File: config.mk
export PLATFORM = sky130hd
export DESIGN_NAME = mem_if
export DESIGN_NICKNAME = d
export VERILOG_FILES = /design/src/rtl/mem_if.sv
export SDC_FILE = /design/constraint.sdc
export NUM_CORES = 1
export LEC_CHECK = 0
export ABC_CLOCK_PERIOD_IN_PS = 2500
export CORE_MARGIN = 10
export CORE_UTILIZATION = 40
export CTS_CLUSTER_DIAMETER = 150
export DETAILED_ROUTE_END_ITERATION = 10
export PLACE_DENSITY_LB_ADDON = 0.25
export SYNTH_ARGS = -nofsm -noshare
export SYNTH_HDL_FRONTEND = slang
export SYNTH_SLANG_ARGS = --single-unit
File: constraint.sdc
create_clock -name clock -period 2.5 [get_ports clock]
set_input_delay 0.5 -clock clock [delete_from_list [all_inputs] [get_ports clock]]
set_output_delay 0.5 -clock clock [all_outputs]
set_load 0.01 [all_outputs]
File: src/rtl/mem_if.sv
// CPU-side memory access controller: latches one request, drives the memory
// strobes for WAIT_CYCLES cycles, then reports completion or an address fault.
module mem_if #(
  parameter int WAIT_CYCLES = 1,
  parameter int DEPTH_BITS  = 9
) (
  input  logic        clock,
  input  logic        clear_n,
  input  logic        req,
  input  logic        we,
  input  logic [31:0] addr,
  input  logic [31:0] wdata,
  output logic        busy,
  output logic        done,
  output logic        fault,
  output logic [31:0] rdata,
  output logic [31:0] mem_address,
  output logic [31:0] mem_data_in,
  output logic        mem_read,
  output logic        mem_write,
  input  logic [31:0] mem_data_out
);

  typedef enum logic [1:0] {
    IDLE   = 2'd0,
    ACCESS = 2'd1,
    DONE   = 2'd2,
    FAULT  = 2'd3
  } state_t;

  localparam logic [3:0] CNT_LOAD = 4'(WAIT_CYCLES - 1);

  state_t                state;
  state_t                state_d;
  logic [3:0]            cnt;
  logic [3:0]            cnt_d;
  logic [DEPTH_BITS-1:0] mar;
  logic [DEPTH_BITS-1:0] mar_d;
  logic [31:0]           mdr;
  logic [31:0]           mdr_d;
  logic [31:0]           wbuf;
  logic [31:0]           wbuf_d;
  logic                  op;
  logic                  op_d;
  logic                  busy_d;
  logic                  done_d;
  logic                  fault_d;
  logic                  read_d;
  logic                  write_d;
  logic                  in_range;

  assign in_range = (addr[31:DEPTH_BITS] == '0);

  // Every output is a flop loaded with the value its next state calls for, so
  // no input reaches an output combinationally.
  always_comb begin
    state_d = state;
    cnt_d   = cnt;
    mar_d   = mar;
    mdr_d   = mdr;
    wbuf_d  = wbuf;
    op_d    = op;
    busy_d  = 1'b0;
    done_d  = 1'b0;
    fault_d = 1'b0;
    read_d  = 1'b0;
    write_d = 1'b0;
    case (state)
      IDLE: begin
        if (req) begin
          busy_d = 1'b1;
          op_d   = we;
          if (in_range) begin
            state_d = ACCESS;
            cnt_d   = CNT_LOAD;
            mar_d   = addr[DEPTH_BITS-1:0];
            mdr_d   = wdata;
            wbuf_d  = wdata;
            read_d  = ~we;
            write_d = we;
          end else begin
            // Fault leaves the memory-side address/data registers untouched.
            state_d = FAULT;
            mdr_d   = '0;
            done_d  = 1'b1;
            fault_d = 1'b1;
          end
        end
      end
      ACCESS: begin
        busy_d = 1'b1;
        if (cnt == 4'd0) begin
          state_d = DONE;
          done_d  = 1'b1;
          if (!op) begin
            mdr_d = mem_data_out;
          end
        end else begin
          cnt_d   = cnt - 4'd1;
          read_d  = ~op;
          write_d = op;
        end
      end
      DONE: begin
        state_d = IDLE;
      end
      FAULT: begin
        state_d = IDLE;
      end
      default: begin
        state_d = IDLE;
      end
    endcase
  end

  always_ff @(posedge clock or negedge clear_n) begin
    if (!clear_n) begin
      state     <= IDLE;
      cnt       <= '0;
      mar       <= '0;
      mdr       <= '0;
      wbuf      <= '0;
      op        <= 1'b0;
      busy      <= 1'b0;
      done      <= 1'b0;
      fault     <= 1'b0;
      mem_read  <= 1'b0;
      mem_write <= 1'b0;
    end else begin
      state     <= state_d;
      cnt       <= cnt_d;
      mar       <= mar_d;
      mdr       <= mdr_d;
      wbuf      <= wbuf_d;
      op        <= op_d;
      busy      <= busy_d;
      done      <= done_d;
      fault     <= fault_d;
      mem_read  <= read_d;
      mem_write <= write_d;
    end
  end

  assign rdata       = mdr;
  assign mem_address = {{(32-DEPTH_BITS){1'b0}}, mar};
  assign mem_data_in = wbuf;

endmodule

==> flow_metrics.tcl, run 1 <==
set metrics [dict create \
    r2r_end "rdata[11]" \
    reg2reg_slack_ns 0.49 \
    ys_top_cells_by_count "85 x dfrtp_1, 33 x a21oi_1, 32 x a2bb2oi_1, 32 x nand4_1, 29 x mux2_4" \
    switching_power_uw 2038 \
    start_kind "input pin" \
    fin_crit_sh 0.8383 \
    reg2reg_depth 7 \
    crit_type "input pin to register" \
    cts_setup_buffers 0 \
    grt_pass1_wl_mm 20.33 \
    initial_core_util 0.4115 \
    drc 0 \
    fp.coreArea_um2 9774 \
    cts_sinks 85 \
    grt_usage 0.1742 \
    crit_end "mar[4]" \
    h-tree-depth 3 \
    path_clk_slew_ns 0.08 \
    clk_path_buf_depth 2 \
    max_freq_mhz 477.2 \
    timing.rr.start "cnt[1]" \
    grt_max_degree 44 \
    netlist_instances 324 \
    ctsResizeCount 0 \
    total_power_uw 5904 \
    die_h_um 120.3 \
    synth_most_common_cell "dfrtp_1" \
    netlist_area_um2 4023 \
    leakage_uw 0.002716 \
    hp-class "input pin to asynchronous set/reset pin" \
    async_flop_share 1.000 \
    max-vdd-ir-drop_mv 0.5078 \
    nNetsFinal 604 \
    rsz0062_at_grt "false" \
    synth.ff_latch_count 85 \
    combPwrFrac 0.464 \
    clkLatencyLatePin_ns 0.34 \
    cts_buffers 9 \
    cts_tree "done" \
    io_buffers 177 \
    die_area_um2 14470 \
    sw_frac_of_total 0.3452 \
    avgRoutedWirePerCell_um 20.15 \
    synth_flop_cell "dfrtp_1" \
    cp-startpoint "addr[15]" \
    io_pins 201 \
    diodes 0 \
    synth_top_area_frac 0.5288 \
    syn_avg_cell_area_um2 12.42 \
    synth.distinct_cells 43 \
    cp-end-kind "register" \
    yosysWarnings 0 \
    layout.cells.non_filler 639 \
    fp.dieW_um 120.3 \
    drt-initial-drc-count 181 \
    layout-drive-gt1-share 0.1403 \
    dp.cells 624 \
    maxSlewViolCount 0 \
    setup_ws_ns 0.4043 \
    hold_viol_final 0 \
    grt-ovfl-total 0 \
    clkPwrFrac 0.200 \
    vias_per_cell 5.185 \
    seq_area_frac_synth 0.5288 \
    seq_power_share 0.336 \
    ctsHoldBuffers 0 \
    fin_setup_tns_ns 0 \
    crit_required_ns 2.72 \
    post-dp-hpwl_mm 9.774 \
    synth.area.top_cells "dfrtp_1 53%, mux2_4 11%, a2bb2oi_1 7.0%, nand4_1 5.0%, buf_4 4.5%" \
    cp.arrival_ns 2.32 \
    power.density_nw_per_um2 959.8 \
    finClkSkew_ns 0.01309 \
    grt_pass1_vias 3542 \
    setup_violations 0 \
    vias 3313 \
    area_growth_pct 52.91 \
    gp_congestion 0.8900 \
    pre_cts_slack_ns 0.04311 \
    max_cap_violations 0 \
    ant_nets 0 \
    synth_edf_count 0 \
    final.min_clock_period_ns 2.096 \
    critPathMaxFanout 10 \
    internal-power_uw 3866 \
    wl_mm 12.88 \
    num_rows 36 \
    drtPass1Iterations 6 \
    outcome "complete, no violations" \
    cts_root_buf "clkbuf_8" \
    grt_antenna_before_repair 0 \
    final_core_util 0.6293 \
    post-synth-top-area-cell "dfrtp_1" \
]
[state kept, by name, summed over array words and instances (netlist names)]
name and flops:
done 1, mem_write 1, state 2, mem_data_in 32, fault 1, cnt 4
mem_read 1, busy 1, rdata 32, op 1, mar 9
[power by group through the flow]
stage                     logic, uW  clock network (uW)  registers (uW)
after floorplan                1370                   0            2120
final                          2740                1180            1980
after detailed placement       2760                   0            2000
after global routing           2970                1260            2040
after CTS                      2770                1210            1980
after global placement         2700                   0            2000
[how the worst min path moves through the flow]
stage,from,endpoint,depth (start not counted)
after detailed placement,clear_n,mar[0],1
final,clear_n,mar[0],1
after CTS,clear_n,mem_data_in[30],1
after global routing,clear_n,mem_data_in[26],1
after global placement,clear_n,mar[1],1
after floorplan,clear_n,busy,0
[routing by layer]
| metal | share of wire | up-vias | routed length [um] | global-route usage |
|---|---|---|---|---|
| li1 | - | 1523 | - | - |
| met1 | 0.41 | 1627 | 5283 | 0.2116 |
| met2 | 0.50 | 146 | 6395 | 0.2875 |
| met3 | 0.075 | 17 | 969 | 0.06049 |
| met4 | 0.018 | 0 | 227 | 0.04902 |
| met5 | 0 | - | 0 | 0 |
[cell usage in the layout (no fill, tap or decap), types with 6 or more instances in the layout]
cell type | netlist | final
dfrtp_1 | 85 | 85
conb_1 | 1 | 23
mux2_1 | 9 | 9
a2bb2oi_1 | 32 | 32
clkbuf_8 | 0 | 10
a21oi_1 | 33 | 33
nand4_1 | 32 | 32
clkdlybuf4s50_1 | 0 | 176
nand2_1 | 6 | 6
buf_4 | 24 | 14
mux2_4 | 29 | 29
[logic make-up after synthesis]
family                   after synthesis  synth area share
other                                  1         0.0009322
AO/OA/AOI/OAI                         81            0.1437
multiplexers                          42            0.1446
flip-flops                            85            0.5288
adder cells (fa/ha/maj)                2          0.006220
AND/OR/NAND/NOR                       61           0.09674
buffers and inverters                 52           0.07900
[worst max-delay path, cell delays in order]
cell and delay, ns:
clkdlybuf4s50_1 0.40, or4_4 0.54, nor2_4 0.18, and3_1 0.22, buf_12 0.14, mux2_1 0.32
[cell type report]
class                   instances  area, um2
fillers                       820       3623
well taps                     133      166.4
clock inverters                 5      107.6
inverters                       4      15.01
clock buffers                  10      137.6
flip-flops and latches         85       2127
multi-input cells             209       1670
repair buffers                193       1927
[per-stage QoR]
step,area (um2),hold WS (ns)
finish,6151,0.07901
global route,6151,0.08145
CTS,6151,0.07418
detailed placement,5906,0.4540
global placement,5906,0.4544
floorplan,4105,0.2044
(Power assumes the default switching activity.)
==> inputs of run 2 (changes only) <==
Settings changed: ABC_CLOCK_PERIOD_IN_PS 2500 to 2150.
Clock period 2.5 ns to 2.15 ns, I/O delays scaled along.
==> run 2 against run 1 <==
First-iteration DRC count grew 12%; sequential share of layout area grew 0.17 points; largest cell class unchanged; worst setup slack lost 0.31 ns; cell count grew 0.47%; critical path depth grew 1; utilization shrank 0.31 points; die area is the same.
==> flow_metrics.tcl, run 2 (synthesis gave the netlist of run 1 again) <==
set metrics [dict create \
    max-vdd-ir-drop_mv 0.6493 \
    grt_usage 0.1747 \
    diodes 0 \
    wl_mm 13.02 \
    crit_type "register to register" \
    outcome "complete, no violations" \
    leakage_uw 0.002702 \
    post-dp-hpwl_mm 9.919 \
    finClkSkew_ns 0.01605 \
    clkLatencyLatePin_ns 0.34 \
    power.density_nw_per_um2 1075 \
    fillers 836 \
    io_buffers 177 \
    drt-initial-drc-count 203 \
    final_core_util 0.6262 \
    path_clk_slew_ns 0.09 \
    hold_viol_final 0 \
    cts_tree "done" \
    clk_path_buf_depth 2 \
    path_cells "inv_1 -> ha_1 -> or3b_4 -> a221o_1 -> buf_4 -> a21oi_1 -> a2bb2oi_1" \
    max_cap_violations 0 \
    reg2reg_slack_ns 0.1 \
    area_growth_pct 52.16 \
    io_pins 201 \
    final.min_clock_period_ns 2.053 \
    critPathMaxFanout 17 \
    num_rows 36 \
    h-tree-depth 3 \
    cts_root_buf "clkbuf_8" \
    ctsHoldBuffers 0 \
    slowest_stage "dfrtp_1" \
    maxSlewViolCount 0 \
    initial_core_util 0.4115 \
    timing.rr.start "cnt[1]" \
    drc 0 \
    rsz0062_at_grt "false" \
    fp.dieW_um 120.3 \
    die_h_um 120.3 \
    fin_crit_sh 0.9550 \
    final_cell_mix "176 x clkdlybuf4s50_1, 85 x dfrtp_1, 33 x a21oi_1, 32 x nand4_1, 32 x a2bb2oi_1" \
    cts_sinks 85 \
    hp-class "input pin to asynchronous set/reset pin" \
    total_power_uw 6577 \
    avgRoutedWirePerCell_um 20.28 \
    crit_required_ns 2.38 \
    ant_nets 0 \
    dp.cells 626 \
    grt_pass1_vias 3622 \
    vias_per_cell 5.151 \
    setup_violations 0 \
    max_freq_mhz 487.0 \
    grt_antenna_before_repair 0 \
    max-slew-margin-rel 0.6551 \
    max_stage_delay_ns 0.40 \
    die_area_um2 14470 \
    drtPass1Iterations 4 \
    gp_congestion 0.8371 \
    layout-drive-gt1-share 0.1473 \
    nNetsFinal 606 \
    grt-ovfl-total 0 \
    layout.cells.non_filler 642 \
    worst_slew_pin_slew_ns 0.5173 \
    vias 3307 \
    cts_buffers 9 \
    cp-startpoint "cnt[1]" \
    grt_max_degree 38 \
    cp-end-kind "register" \
    fp.coreArea_um2 9774 \
    cp.arrival_ns 2.28 \
    mostFrequentLayoutCell "clkdlybuf4s50_1" \
    start_kind "register" \
    grt_pass1_wl_mm 20.27 \
]
run 2: timing repair:
item,4_1_cts,5_1_grt
gates resized for setup,0,1
setup buffers,0,0
setup endpoints to repair,0,2
run 2: metal layers:
layer	wire, um	vias to the layer above	GRT usage	part of all wire
met5	0	-	0	0
met3	1020	11	0.05444	0.078
li1	-	1533	-	-
met4	173	0	0.05279	0.013
met2	6719	141	0.2999	0.52
met1	5105	1622	0.2049	0.39
run 2: critical path: cells and delay by family, from the launching register on:
kind / cells / cell delay (ns)
AO/OA/AOI/OAI: 3 / 0.64
adder cells (fa/ha/maj): 1 / 0.18
buffers and inverters: 2 / 0.33
flip-flops: 1 / 0.40
AND/OR/NAND/NOR: 1 / 0.40
run 2: area by class of cell:
cell class / instances / area, um2 / area share
sequential: 85 / 2127 / 0.3475
tap: 133 / 166.4 / 0.02719
clock inverter: 6 / 47.55 / 0.007768
inverter: 4 / 15.01 / 0.002453
multi-input combinational: 209 / 1673 / 0.2733
timing repair buffer: 195 / 1954 / 0.3193
clock buffer: 10 / 137.6 / 0.02249
run 2: through the flow:
step                setup WS [ns]  cell area [um2]  setup TNS, ns  hold slack (ns)
floorplan                  0.1871             4105              0           0.1344
global placement          -0.2022             5933         -7.074           0.4273
detailed placement        -0.2396             5933         -9.462           0.4343
CTS                       0.09105             6118              0          0.05341
global route             0.004452             6121              0          0.06792
finish                    0.09680             6121              0          0.05330
run 2: where the power goes:
group / switching [uW] / internal (uW) / leakage, uW
combinational: 1540 / 1670 / 0.00151
sequential: 278 / 2040 / 0.00110
clock: 592 / 460 / 0.0000928
total: 2410 / 4170 / 0.00270
run 2: path summary, 6_finish.rpt:
path,end,cells after the start
hold / removal,mar[1],1
max in group asynchronous,mar[3],2
setup / recovery,rdata[11],7
setup reg to reg,rdata[11],7
min in group clock,mar[3],1
hold reg to reg,mar[3],1
